--- config.mk ---
export PLATFORM = sky130hd
export DESIGN_NAME = imem_program_loader
export DESIGN_NICKNAME = d
export VERILOG_FILES = /design/src/rtl/imem_program_loader_pkg.sv /design/src/rtl/loader_word_assembler.sv /design/src/rtl/imem_program_loader.sv
export SDC_FILE = /design/constraint.sdc
export NUM_CORES = 1
export LEC_CHECK = 0
export CORE_MARGIN = 8
export CORE_UTILIZATION = 50
export CTS_CLUSTER_SIZE = 8
export DETAILED_ROUTE_END_ITERATION = 16
export PLACE_DENSITY = 0.84
export SLEW_MARGIN = 20
export SYNTH_ARGS = -nofsm -noshare
export SYNTH_HDL_FRONTEND = slang
export SYNTH_HIERARCHICAL = 1
export SYNTH_SLANG_ARGS = --single-unit
--- constraint.sdc ---
create_clock -name clk -period 5.4 [get_ports clk]
set_input_delay 0.54 -clock clk [delete_from_list [all_inputs] [get_ports clk]]
set_output_delay 0.54 -clock clk [all_outputs]
set_load 0.02 [all_outputs]
--- src/rtl/imem_program_loader_pkg.sv ---
// Shared definitions for the instruction-memory program loader.
// Contents: instruction word width, default end-of-load sentinel,
// loader state encoding and error-code constants.
package imem_program_loader_pkg;

    localparam int INSTR_W = 32;

    localparam logic [INSTR_W-1:0] END_WORD_DEFAULT = 32'hFFFF_FFFF;

    typedef enum logic [2:0] {
        ST_IDLE  = 3'd0,
        ST_RECV  = 3'd1,
        ST_WRITE = 3'd2,
        ST_DONE  = 3'd3,
        ST_ERR   = 3'd4
    } load_state_t;

    localparam logic [1:0] ERR_NONE     = 2'b00;
    localparam logic [1:0] ERR_OVERFLOW = 2'b01;
    localparam logic [1:0] ERR_TIMEOUT  = 2'b10;

endpackage

--- src/rtl/loader_word_assembler.sv ---
// Big-endian byte-to-word assembler for the program loader.
// Ports:
//   clk, rst_n     - clock, asynchronous active-low reset
//   clear          - restart assembly at byte 0 (new load)
//   shift_en       - a byte handshake happens this cycle
//   byte_data      - incoming byte
//   byte_idx       - position of the next byte within the word (0..3)
//   word_next      - word as it will look after shifting in byte_data
//   word           - assembled word register (complete in the cycle after the 4th byte)
//   word_complete  - this handshake delivers the 4th byte of a word
module loader_word_assembler
    import imem_program_loader_pkg::*;
(
    input  logic               clk,
    input  logic               rst_n,
    input  logic               clear,
    input  logic               shift_en,
    input  logic [7:0]         byte_data,
    output logic [1:0]         byte_idx,
    output logic [INSTR_W-1:0] word_next,
    output logic [INSTR_W-1:0] word,
    output logic               word_complete
);

    // First byte of a word ends up in [31:24] after three more shifts.
    assign word_next     = {word[INSTR_W-9:0], byte_data};
    assign word_complete = shift_en && (byte_idx == 2'd3);

    always_ff @(posedge clk or negedge rst_n) begin
        if (!rst_n) begin
            byte_idx <= 2'd0;
        end else if (clear) begin
            byte_idx <= 2'd0;
        end else if (shift_en) begin
            byte_idx <= byte_idx + 2'd1;
        end
    end

    // Pure datapath: only meaningful once four bytes have been shifted in.
    always_ff @(posedge clk) begin
        if (shift_en) begin
            word <= word_next;
        end
    end

endmodule

--- src/rtl/imem_program_loader.sv ---
// Instruction-memory program loader: assembles 32-bit words from a byte
// stream and writes them to consecutive instruction-memory addresses until
// the sentinel word arrives, memory overflows, or a partial word times out.
// Ports:
//   clk, rst_n            - clock, asynchronous active-low reset
//   start                 - pulse: begin a new load (ignored while loading)
//   byte_valid/byte_data  - byte stream in; byte_ready is the accept side
//   imem_we/addr/wdata    - one-cycle instruction-memory write
//   loading, done, err    - status (done/err sticky until next start)
//   err_code              - 00 none, 01 overflow, 10 timeout
//   word_count            - words written in the current load
module imem_program_loader
    import imem_program_loader_pkg::*;
#(
    parameter int                 ADDR_W         = 14,
    parameter logic [INSTR_W-1:0] END_WORD       = END_WORD_DEFAULT,
    parameter int                 TIMEOUT_CYCLES = 1_000_000
)(
    input  logic               clk,
    input  logic               rst_n,
    input  logic               start,
    input  logic               byte_valid,
    input  logic [7:0]         byte_data,
    output logic               byte_ready,
    output logic               imem_we,
    output logic [ADDR_W-1:0]  imem_addr,
    output logic [INSTR_W-1:0] imem_wdata,
    output logic               loading,
    output logic               done,
    output logic               err,
    output logic [1:0]         err_code,
    output logic [ADDR_W:0]    word_count
);

    localparam int              TO_W    = $clog2(TIMEOUT_CYCLES + 1);
    localparam logic [ADDR_W:0] DEPTH   = {1'b1, {ADDR_W{1'b0}}};
    localparam logic [TO_W-1:0] TO_LAST = TO_W'(TIMEOUT_CYCLES - 1);

    load_state_t        state, state_n;
    logic [1:0]         err_code_n;
    logic [TO_W-1:0]    to_cnt;
    logic               handshake, begin_load, timed_out, wr_fire;
    logic               word_complete;
    logic [1:0]         byte_idx;
    logic [INSTR_W-1:0] word_next, word;

    // byte_ready is high exactly while in RECV, so handshakes only happen there.
    assign handshake  = byte_valid && byte_ready;
    assign begin_load = start && (state == ST_IDLE || state == ST_DONE || state == ST_ERR);
    assign timed_out  = (state == ST_RECV) && !handshake && (byte_idx != 2'd0)
                        && (to_cnt == TO_LAST);
    // The write is decided on the 4th handshake so imem_we is high during WRITE.
    assign wr_fire    = word_complete && (word_next != END_WORD) && (word_count != DEPTH);

    loader_word_assembler u_asm (
        .clk           (clk),
        .rst_n         (rst_n),
        .clear         (begin_load),
        .shift_en      (handshake),
        .byte_data     (byte_data),
        .byte_idx      (byte_idx),
        .word_next     (word_next),
        .word          (word),
        .word_complete (word_complete)
    );

    always_comb begin
        state_n    = state;
        err_code_n = err_code;
        case (state)
            ST_IDLE, ST_DONE, ST_ERR: begin
                if (start) begin
                    state_n    = ST_RECV;
                    err_code_n = ERR_NONE;
                end
            end
            ST_RECV: begin
                if (word_complete) begin
                    state_n = ST_WRITE;
                end else if (timed_out) begin
                    state_n    = ST_ERR;
                    err_code_n = ERR_TIMEOUT;
                end
            end
            ST_WRITE: begin
                // A non-sentinel word without a write strobe means memory was full.
                if (word == END_WORD) begin
                    state_n = ST_DONE;
                end else if (!imem_we) begin
                    state_n    = ST_ERR;
                    err_code_n = ERR_OVERFLOW;
                end else begin
                    state_n = ST_RECV;
                end
            end
            default: state_n = ST_IDLE;
        endcase
    end

    always_ff @(posedge clk or negedge rst_n) begin
        if (!rst_n) begin
            state      <= ST_IDLE;
            byte_ready <= 1'b0;
            loading    <= 1'b0;
            done       <= 1'b0;
            err        <= 1'b0;
            err_code   <= ERR_NONE;
            imem_we    <= 1'b0;
            imem_addr  <= '0;
            imem_wdata <= '0;
            word_count <= '0;
            to_cnt     <= '0;
        end else begin
            state      <= state_n;
            // Status outputs are registered from the next state so they track state exactly.
            byte_ready <= (state_n == ST_RECV);
            loading    <= (state_n == ST_RECV) || (state_n == ST_WRITE);
            done       <= (state_n == ST_DONE);
            err        <= (state_n == ST_ERR);
            err_code   <= err_code_n;
            imem_we    <= wr_fire;
            if (wr_fire) begin
                imem_addr  <= word_count[ADDR_W-1:0];
                imem_wdata <= word_next;
            end
            if (begin_load) begin
                word_count <= '0;
            end else if (wr_fire) begin
                word_count <= word_count + 1'b1;
            end
            // Only a partially received word is subject to the idle timeout.
            if (begin_load || handshake) begin
                to_cnt <= '0;
            end else if (state == ST_RECV && byte_idx != 2'd0) begin
                to_cnt <= to_cnt + 1'b1;
            end
        end
    end

endmodule

======== Word level (Yosys, flattened, before mapping) ========
Cells that the tools add are included.
word-level totals
  logic and storage cells ................. 74
  input port bits ......................... 12
  flip-flop bits (word level) ............. 125
  output and inout port bits .............. 68
operators by class
  reduce and logical (&&, ||, !) cells .... 22
  eq/ne operators ......................... 18
  muxes and demuxes ....................... 18
  add/sub/neg operators ................... 3
operator list
  cell                                            number
  two-way mux 20 bit                              2
  == test 32 bit (second input constant)          1
  != test 32 bit (second input constant)          1
  two-way mux 15 bit                              2
  adder 20 x 1 -> 20 bit (second input constant)  1
  == test 20 bit (second input constant)          1
  adder 15 x 1 -> 15 bit (second input constant)  1
  two-way mux 3 bit                               5
  != test 15 bit (second input constant)          1
  two-way mux 2 bit                               7
  == test 3 x 2 -> 1 bit (second input constant)  4
  != test 2 bit (second input constant)           5
  logical AND 1 bit                               9
  case mux 3 bit (3 select lines)                 1
  nonzero test 2 bit                              4
  == test 3 x 1 -> 1 bit (second input constant)  2
  == test 3 bit (second input constant)           2
  case mux 2 bit (3 select lines)                 1
  AND reduction 6 bit                             1
  logical OR 1 bit                                4
  logical NOT 3 bit                               1
  nonzero test 3 bit                              1
  OR reduction 3 bit                              1
  adder 2 x 1 -> 2 bit (second input constant)    1
  2 further kinds                                 2

======== Logic depth before layout (Yosys ltp) ========
  word-level depth ........................ 10
  mapped depth ............................ 11
  gate-level depth less buffers ........... 9

======== Cells and area by module ========
Netlist, hierarchy kept.
modules (own cells, without submodules)
  module                 area each (um^2)  cells an instance  instances  sequential area each (um^2)
  imem_program_loader    4224.1            462                1          2277.2
  loader_word_assembler  1297.5            72                 1          1011.0

======== Least setup slack after synthesis ========
OpenSTA, ideal clock, no wires.
  path kind ............................... input port to flip-flop
  start point ............................. input port byte_valid
  end point ............................... register word_count[11]
  stages on the path ...................... 9
  arrival time ............................ 2.908 ns
  setup time .............................. 0.079 ns
  data required time ...................... 5.321 ns
  path slack .............................. 2.413 ns
  path buffers ............................ 1
  cells stage by stage .................... nand2_1 > inv_1 > and2_2 > inv_1 > a41o_1 > a21o_1 > buf_6 > or4_1 > a21oi_1
on the way
  cells in the longest elaborated chain, start to end .. 5
ends and longest elaborated chain
  item                                 line                         source
  start, declared                      imem_program_loader.sv:22    input logic byte_valid,
  logical AND 1 bit                    imem_program_loader.sv:48    assign handshake = byte_valid && byte_ready;
  named net handshake                  imem_program_loader.sv:42    logic handshake, begin_load, timed_out, wr_fire;
  logical AND 1 bit                    loader_word_assembler.sv:27  assign word_complete = shift_en && (byte_idx == 2'd3);
  named net word_complete              imem_program_loader.sv:43    logic word_complete;
  logical AND 1 bit (2 in a row)       imem_program_loader.sv:53    assign wr_fire = word_complete && (word_next != END_WORD) && (word_count != DEPTH);
  nonzero test 2 bit (no source line)  -
  end signal, assigned                 imem_program_loader.sv:129   word_count <= word_count + 1'b1;
  end, declared                        imem_program_loader.sv:32    output logic [ADDR_W:0] word_count
The timed path passes the listed nets, and every way through them passes these cells.
A chain may end at the register's enable or synchronous reset.

======== Final worst setup path ========
  start point ............................. input port byte_valid
  end point ............................... register word_count[5]
Same word-level chain as after synthesis.

==> reports/metrics.yaml <==
placed_design:
  place_ws_ns: 1.84
  dp_hpwl_um: 8480
  io_buffers: 79
  place_congestion: 0.815
critical_path:
  worstSetupPathType: "in -> reg"
  rr_worst_depth: 10
  critPathArrivalTime_ns: 3.52
  path_max_fanout: 66
  cp-end-kind: "flip-flop"
  reg2reg_slack_ns: 2.41
  timing.rr.start: "byte_ready"
  required_ns: 5.84
  reg2reg_to: "word_count[5]"
  worst_setup_path_start_kind: "input port"
timing:
  fin_crit_sh_pct: 57.1
  slew_violations: 0
  tns_ns: 0
  setup_ws_ns: 2.32
  setup_viol: 0
  finClkSkew_ns: 0.00691
  rsz0062_at_grt: "false"
  max_freq_ghz: 0.324
  worst_pin_slew_ns: 0.847
  hold_violations: 0
  finalCriticalPeriod_ns: 3.08
  maxSlewHeadroom_pct: 43.0
clock_network:
  cts_setup_buffers: 0
  clock-sinks: 125
  htree_levels: 4
  clk_pin_slew_worst_paths_ns: 0.06
  root_buffer: "clkbuf_8"
  cts_tree: "yes"
  worstSkewPairLatency_ns: 0.52
  clockBufferDepth: 2
  cts_resized: 0
  cts_buffers: 17
floorplan:
  dieWidth_um: 121
  pin_count: 80
  rows: 38
  die_area_um2: 14700
  core-area_um2: 10800
  die_h_um: 121
  start_util_pct: 51.2
synthesis:
  synth-seq-area-share_pct: 59.6
  synth_commonest_cells: "nand2_1 (153), dfrtp_1 (93), buf_4 (36)"
  ys_ff_latch: 125
  synth.net_count: 550
  yosys_warnings: 6
  syn_inst: 534
  synth_area_leader_cell: "dfrtp_1"
  yosysMostFrequentCell: "nand2_1"
  ys_types: 54
  synth_top_area_share_pct: 42.1
  synth_area_leaders: "dfrtp_1 (42%), edfxtp_1 (17%), nand2_1 (10%)"
  async_reset_ff_share_pct: 74.4
  synth-main-ff-cell: "dfrtp_1"
  avgSynthCellArea_um2: 10.3
  synth_edf_count: 32
  synth_area_um2: 5520
global_route:
  grt_pass1_wl_um: 21100
  antenna_found_initial: 0
  grt_pass1_vias: 4165
  grt_usage_pct: 18.4
  grt_max_degree: 67
  grt_overflow_total: 0
power_and_ir_drop:
  p_leak_uw: 0.00285
  power.density_nw_per_um2: 491
  vdd_drop_max_mv: 0.335
  fin_total_pwr_uw: 3310
final_layout:
  area_delta_synth_final_pct: 22.2
  nFillCells: 809
  layout.nets: 602
  diodes: 0
  multi_input_area_um2: 1850
  layout-drive-gt1-share_pct: 7.18
  seq_area_um2: 3290
drt:
  totalWireLength_um: 12900
  wl_per_cell_um: 17.4
  viasPerCell: 5.54
  num_vias: 4091
  drc: 0
  dr.pass1.iters: 5
  ant_nets: 0
  drtIter0Drc: 317
min_path:
  worstHoldPathCells: 2
  min_from: "imem_wdata[30]"
  min_to: "imem_wdata[30]"
  min-delay-path-class: "reg -> reg"
flow_run:
  maxCapViolations: 0
status:
  status: "complete, no violations"
## metrics by stage
stage	hold WS, ns	area, um^2	std cells	utilization, %
floorplan	0.244	5520	534	-
detailed placement	0.466	6180	706	57.2
finish	0.474	6750	739	62.5
global route	0.497	6750	739	62.5
CTS	0.470	6750	739	62.5
global placement	0.462	6180	706	57.2
## worst max-delay path by stage
stage	startpoint	endpoint	slack [ns]	depth (start not counted)
detailed placement	byte_valid	word_count[11]	1.84	11
finish	byte_valid	word_count[5]	2.32	11
global route	byte_valid	word_count[11]	2.15	11
floorplan	byte_valid	word_count[11]	2.41	9
CTS	byte_valid	word_count[11]	2.36	11
global placement	byte_valid	word_count[9]	1.93	11
## what timing repair did
action	4_1_cts	5_1_grt
endpoints found under the setup margin	0	0
endpoints found under the hold margin	29	0
hold buffers	1	0
## registers in the layout, indices dropped and copies added (netlist names)
name and count:
byte_ready 1, done 1, err 1, err_code 2, imem_addr 14, imem_wdata 32, imem_we 1, loading 1
state 3, to_cnt 20, u_asm/byte_idx 2, u_asm/word 32, word_count 15
## logic make-up (layout without fill, tap and decap cells)
| family | after synthesis | in the layout | synth area share (%) |
|---|---|---|---|
| AOI/OAI and AO/OA | 60 | 60 | 7.39 |
| xor gates and xnor gates | 20 | 20 | 3.17 |
| adders and majority gates | 4 | 4 | 0.906 |
| buffers and inverters | 64 | 129 | 7.05 |
| DFF | 125 | 125 | 59.6 |
| muxes | 2 | 2 | 0.363 |
| and+or+nand+nor | 259 | 259 | 21.6 |
## worst max-delay path, stage by stage
cell,delay [ns]
clkdlybuf4s50_1,0.48
nand2_1,0.14
inv_1,0.09
buf_4,0.38
and2_2,0.27
inv_1,0.07
a41o_1,0.25
a21o_2,0.21
buf_4,0.32
or4_1,0.58
a21oi_1,0.16
## cell type report
type / count / share of cell area, %
clock buffers: 17 / 6.14
flip-flops and latches: 125 / 48.7
well taps: 140 / 2.60
repair buffers: 84 / 12.3
inverters: 13 / 0.723
clock inverters: 15 / 2.19
multi-input cells: 345 / 27.4
## layout by cell type (no fill, tap or decap), drive strengths merged, types with 5 or more instances in the layout
master,count
o21ai,13
clkbuf,17
nor4,9
clkinvlp,7
buf,5
o31ai,6
or3,5
inv,15
edfxtp,32
or4,6
nand4,22
dfrtp,93
nand2,153
xnor2,16
a21oi,15
nand3,8
a211oi,5
clkdlybuf4s50,78
nor2,31
## layer usage
metal | global-route usage (%) | wire length, um
met3 | 5.68 | 1020
met4 | 7.96 | 180
met1 | 23.0 | 5420
met2 | 28.8 | 6270
met5 | 0 | 0
## report_power, final
part	leakage, uW	switching, uW	internal, uW
clock	0.000254	421	652
combinational	0.00105	514	363
sequential	0.00155	164	1200
total	0.00285	1100	2210
Note: power is estimated with default switching activity, not from simulation.
